### config.mk
export PLATFORM = sky130hd
export DESIGN_NAME = mppc_test_pulser
export DESIGN_NICKNAME = d
export VERILOG_FILES = /design/src/rtl/mppc_test_pulser.sv
export SDC_FILE = /design/constraint.sdc
export NUM_CORES = 1
export LEC_CHECK = 0
export ABC_AREA = 0
export CORE_ASPECT_RATIO = 1.2
export CORE_MARGIN = 2
export CORE_UTILIZATION = 40
export DETAILED_ROUTE_END_ITERATION = 10
export DONT_BUFFER_PORTS = 1
export PLACE_DENSITY = 0.56
export SLEW_MARGIN = 20
export SYNTH_ARGS = -nofsm -noshare
export SYNTH_HDL_FRONTEND = slang
export SYNTH_SLANG_ARGS = --single-unit
export TNS_END_PERCENT = 100
### constraint.sdc
create_clock -name clk -period 2.37 [get_ports clk]
set_input_delay 0.474 -clock clk [delete_from_list [all_inputs] [get_ports clk]]
set_output_delay 0.474 -clock clk [all_outputs]
set_load 0.01 [all_outputs]
### src/rtl/mppc_test_pulser.sv
// Test-pulse burst generator for an MPPC channel pad; all outputs registered, first pulse
// high on the start edge. No backpressure: host uses start/busy/done; MPPC_TP_JITTER_EN adds LFSR gap jitter.
module mppc_test_pulser #(
  parameter int WIDTH_W = 8,
  parameter int GAP_W   = 16,
  parameter int COUNT_W = 12,
  parameter int JIT_W   = 4
) (
  input  logic               clk,
  input  logic               rst_n,
  input  logic               booted,
  input  logic               start,
  input  logic               abort,
  input  logic [WIDTH_W-1:0] pulse_width,
  input  logic [GAP_W-1:0]   pulse_gap,
  input  logic [COUNT_W-1:0] pulse_count,
  output logic               pulse_out,
  output logic               busy,
  output logic               done,
  output logic [COUNT_W-1:0] sent
);

`ifdef MPPC_TP_JITTER_EN
  localparam bit JIT_EN = 1'b1;
`else
  localparam bit JIT_EN = 1'b0;
`endif

  // Low timer must hold (gap-1) plus the largest jitter offset without wrapping.
  localparam int JIT_SPAN = JIT_EN ? JIT_W : 0;
  localparam int GAPT_W   = ((GAP_W > JIT_SPAN) ? GAP_W : JIT_SPAN) + (JIT_EN ? 1 : 0);
  localparam int TMR_W    = (WIDTH_W > GAPT_W) ? WIDTH_W : GAPT_W;

  typedef enum logic [1:0] {
    ST_IDLE = 2'd0,
    ST_HIGH = 2'd1,
    ST_LOW  = 2'd2
  } state_t;

  state_t             state, state_d;
  logic               pulse_d, busy_d, done_d;
  logic [COUNT_W-1:0] sent_d;
  logic [TMR_W-1:0]   timer, timer_d;
  logic [WIDTH_W-1:0] lat_width, lat_width_d;
  logic [GAP_W-1:0]   lat_gap, lat_gap_d;
  logic [COUNT_W-1:0] lat_count, lat_count_d;

  logic               kill;
  logic [COUNT_W-1:0] sent_inc;
  logic               last_pulse;
  logic [TMR_W-1:0]   start_wid_m1;
  logic [TMR_W-1:0]   wid_m1;
  logic [TMR_W-1:0]   low_m1;

  assign kill       = abort | ~booted;
  assign sent_inc   = sent + COUNT_W'(1);
  assign last_pulse = (lat_count != '0) && (sent_inc == lat_count);

  // Zero width/gap behave as one cycle, so the reload value is simply max(x,1)-1.
  assign start_wid_m1 = (pulse_width == '0) ? '0 : TMR_W'(pulse_width) - TMR_W'(1);
  assign wid_m1       = (lat_width == '0)   ? '0 : TMR_W'(lat_width) - TMR_W'(1);

`ifdef MPPC_TP_JITTER_EN
  logic [15:0] lfsr, lfsr_d;
  logic        lfsr_fb;

  assign lfsr_fb = lfsr[15] ^ lfsr[13] ^ lfsr[12] ^ lfsr[10];
  assign low_m1  = ((lat_gap == '0) ? '0 : TMR_W'(lat_gap) - TMR_W'(1))
                   + TMR_W'(lfsr[JIT_W-1:0]);

  always_comb begin
    lfsr_d = lfsr;
    if (state == ST_HIGH && !kill && timer == '0 && !last_pulse) begin
      lfsr_d = {lfsr[14:0], lfsr_fb};
    end
  end

  always_ff @(posedge clk or negedge rst_n) begin
    if (!rst_n) begin
      lfsr <= 16'hACE1;
    end else begin
      lfsr <= lfsr_d;
    end
  end
`else
  assign low_m1 = (lat_gap == '0) ? '0 : TMR_W'(lat_gap) - TMR_W'(1);
`endif

  always_comb begin
    state_d     = state;
    pulse_d     = pulse_out;
    busy_d      = busy;
    done_d      = 1'b0;
    sent_d      = sent;
    timer_d     = timer;
    lat_width_d = lat_width;
    lat_gap_d   = lat_gap;
    lat_count_d = lat_count;

    case (state)
      ST_IDLE: begin
        pulse_d = 1'b0;
        busy_d  = 1'b0;
        if (start && !kill) begin
          lat_width_d = pulse_width;
          lat_gap_d   = pulse_gap;
          lat_count_d = pulse_count;
          sent_d      = '0;
          busy_d      = 1'b1;
          pulse_d     = 1'b1;
          timer_d     = start_wid_m1;
          state_d     = ST_HIGH;
        end
      end

      ST_HIGH: begin
        if (kill) begin
          state_d = ST_IDLE;
          pulse_d = 1'b0;
          busy_d  = 1'b0;
          timer_d = '0;
        end else if (timer == '0) begin
          sent_d  = sent_inc;
          pulse_d = 1'b0;
          if (last_pulse) begin
            state_d = ST_IDLE;
            busy_d  = 1'b0;
            done_d  = 1'b1;
            timer_d = '0;
          end else begin
            state_d = ST_LOW;
            timer_d = low_m1;
          end
        end else begin
          timer_d = timer - TMR_W'(1);
        end
      end

      ST_LOW: begin
        if (kill) begin
          state_d = ST_IDLE;
          pulse_d = 1'b0;
          busy_d  = 1'b0;
          timer_d = '0;
        end else if (timer == '0) begin
          state_d = ST_HIGH;
          pulse_d = 1'b1;
          timer_d = wid_m1;
        end else begin
          timer_d = timer - TMR_W'(1);
        end
      end

      default: begin
        state_d = ST_IDLE;
        pulse_d = 1'b0;
        busy_d  = 1'b0;
        timer_d = '0;
      end
    endcase
  end

  always_ff @(posedge clk or negedge rst_n) begin
    if (!rst_n) begin
      state     <= ST_IDLE;
      pulse_out <= 1'b0;
      busy      <= 1'b0;
      done      <= 1'b0;
      sent      <= '0;
      timer     <= '0;
      lat_width <= '0;
      lat_gap   <= '0;
      lat_count <= '0;
    end else begin
      state     <= state_d;
      pulse_out <= pulse_d;
      busy      <= busy_d;
      done      <= done_d;
      sent      <= sent_d;
      timer     <= timer_d;
      lat_width <= lat_width_d;
      lat_gap   <= lat_gap_d;
      lat_count <= lat_count_d;
    end
  end

endmodule

==> flow_summary.ini <==
[sta]
finalCritPeriodShare = 1.028
hold_violations = 0
slew_viol_final = 0
setup_ws_ps = -67.24
setup_viol = 11
skew_ps = 6.443
hold_ws_ps = 3.452
worst_slew_pin_slew_ps = 687.3
fin_crit_ps = 2437
rsz0062_at_grt = true
fmax_mhz = 410.3
slew_headroom = 0.5418

[yosys]
synth_area_leaders = dfrtp_1 (40%), mux2_2 (8.1%), o21ai_0 (4.6%)
synth-edff-count = 0
syn_area_um2 = 4309
ys.flop_type = dfrtp_1
synth_area_per_cell_um2 = 9.287
yosysMostFrequentCell = dfrtp_1
yosysTopAreaCell = dfrtp_1
netlist_instances = 464
syn-num-nets = 512
ys_seq_elements = 69
ys_warn_count = 0
synth_top_area_share = 0.4007
ys_seq_area_frac = 0.4007
async_reset_ff_frac = 1.000
synthTopCellsByCount = dfrtp_1 (69), nand2_1 (43), o21ai_0 (40)
synth_cell_types = 63

[final_layout]
finalInstanceArea_um2 = 5371
nNetsFinal = 575
diodes = 0
drive_above_1_share = 0.2726
fin_cells = 661
syn2layout_area_growth_pct = 24.65
fin_util = 0.5108

[setup_path]
cp-start-kind = register
cp.required_ps = 2590
worstPathArrival_ps = 2660
end_kind = register
r2r_slack_ps = -70
r2r_start = sent[3]
timing.rr.end = busy
path_max_fanout = 4
path_class = register to register
reg2reg_depth = 6

[outcome]
outcome = finished with violations
violations = negative setup slack

[clock_network]
clockBufferDepth = 2
cts_buffers = 9
htree_levels = 3
clock_latency_ps = 340
path_clk_slew_ps = 60
cts_tree = done
cts.sinks = 69
clockRootBuffer = clkbuf_16

[routing]
via_per_inst = 5.725
drc = 0
wl_um = 12020
via_count = 3784
drt_iter0_drc = 126
ant_nets = 0
drt-pass1-iter-count = 4
post_drt_wl_per_cell_um = 18.18

[floorplanning]
die_h_um = 117.7
initial_utilization = 0.4098
io_pins = 56
die_w_um = 98.75
dieArea_um2 = 11620
core-area_um2 = 10520
placementRows = 41

[pwr]
ir_drop_uv = 476.7
p_leak_nw = 2.246
power_density_nw_per_um2 = 705.8

[placed_design]
pre_cts_ws_ps = -260.7
place_area_um2 = 4887
hpwl_um = 9035
place_inst = 636
gp_congestion = 0.8639
portBuffers = 0

[grt]
overflow = 0
grt_util_all_layers = 0.2129
grt_pass1_wl_um = 19840
grt_max_degree = 70
grt_pass1_vias = 3941
antenna_found_initial = 0

[min_path]
hp-class = input port to asynchronous set/reset pin

[run]
maxCapViolCount = 0
worst max path at each step:
stage | from | end | slack (ps)
after CTS | sent[3] | busy | -50
after detailed placement | sent[0] | timer[4] | -260
after global routing | sent[5] | busy | -130
final | sent[3] | busy | -70
after global placement | sent[0] | timer[4] | -140
after floorplan | sent[2] | busy | -160
stage by stage:
step	setup TNS, ps	power [mW]
3_5_place_dp	-858.5	2.469
2_1_floorplan	-894.5	2.151
6_report	-249.7	3.791
4_1_cts	-47.92	3.777
3_3_place_gp	-265.0	2.447
5_1_grt	-1359	4.003
kinds of logic (layout without fill, tap and decap cells):
logic type,Yosys count,in the layout,synth area share
mux,35,35,0.09030
buf+inv,31,99,0.02787
xor+xnor,40,40,0.08130
simple gates,161,161,0.1960
compound gates,121,121,0.1835
fa+ha+maj,7,7,0.02032
flops,69,69,0.4007
repair_timing:
action	CTS	global route
hold buffers	1	0
setup endpoints to repair	17	27
gates resized for setup	11	20
hold endpoints to repair	69	0
pin swaps	2	11
setup buffers	5	2
cloned	0	1
routing by layer:
metal / global-route usage / share of wire / up-vias
li1: - / - / 1845
met1: 0.2583 / 0.42 / 1823
met2: 0.3552 / 0.50 / 95
met3: 0.05226 / 0.059 / 21
met4: 0.09418 / 0.022 / 0
met5: 0 / 0 / -
state kept, by name (all words and copies together) (netlist names):
signal / cells
pulse_out: 1
lat_count: 12
lat_width: 8
done: 1
sent: 12
lat_gap: 16
state: 2
busy: 1
timer: 16
critical path, stage by stage (launching register included):
cell,delay (ps)
dfrtp_1,420
nand4_4,130
or3_4,340
o31a_1,280
or2_1,240
or4_4,530
o41a_1,370
where the power goes:
group	internal, mW	switching [mW]
combinational	0.473	0.498
sequential	1.35	0.212
clock	0.715	0.543
total	2.54	1.25
layout by cell type (no fill, tap or decap), types with 3 or more instances in the layout:
master,instances
o211ai_1,5
nand4_1,5
inv_1,13
nor2b_1,5
a21o_1,6
a22oi_1,5
o22ai_1,4
dfrtp_2,5
a21oi_1,18
o21ai_0,34
o21ai_2,5
ha_1,6
and3_1,5
mux2_2,31
clkinv_4,3
nor4_1,12
mux2i_1,4
nand2b_1,5
o31ai_1,8
dfrtp_1,64
o31a_1,3
xnor2_1,22
nand3_1,9
buf_4,68
clkbuf_16,9
xor2_1,18
or3_1,6
a21boi_0,3
nand2_1,43
nor3_1,19
nor2_1,29
area by class of cell:
class                           count  area (um2)
Fill cell                         972        5145
Multi-Input combinational cell    364        2603
Sequential cell                    69        1733
Timing Repair Buffer               70       549.3
Clock buffer                       10       229.0
Tap cell                          129       161.4
Inverter                           13       48.80
Clock inverter                      6       47.55
Note: power is estimated with default switching activity, not from simulation.
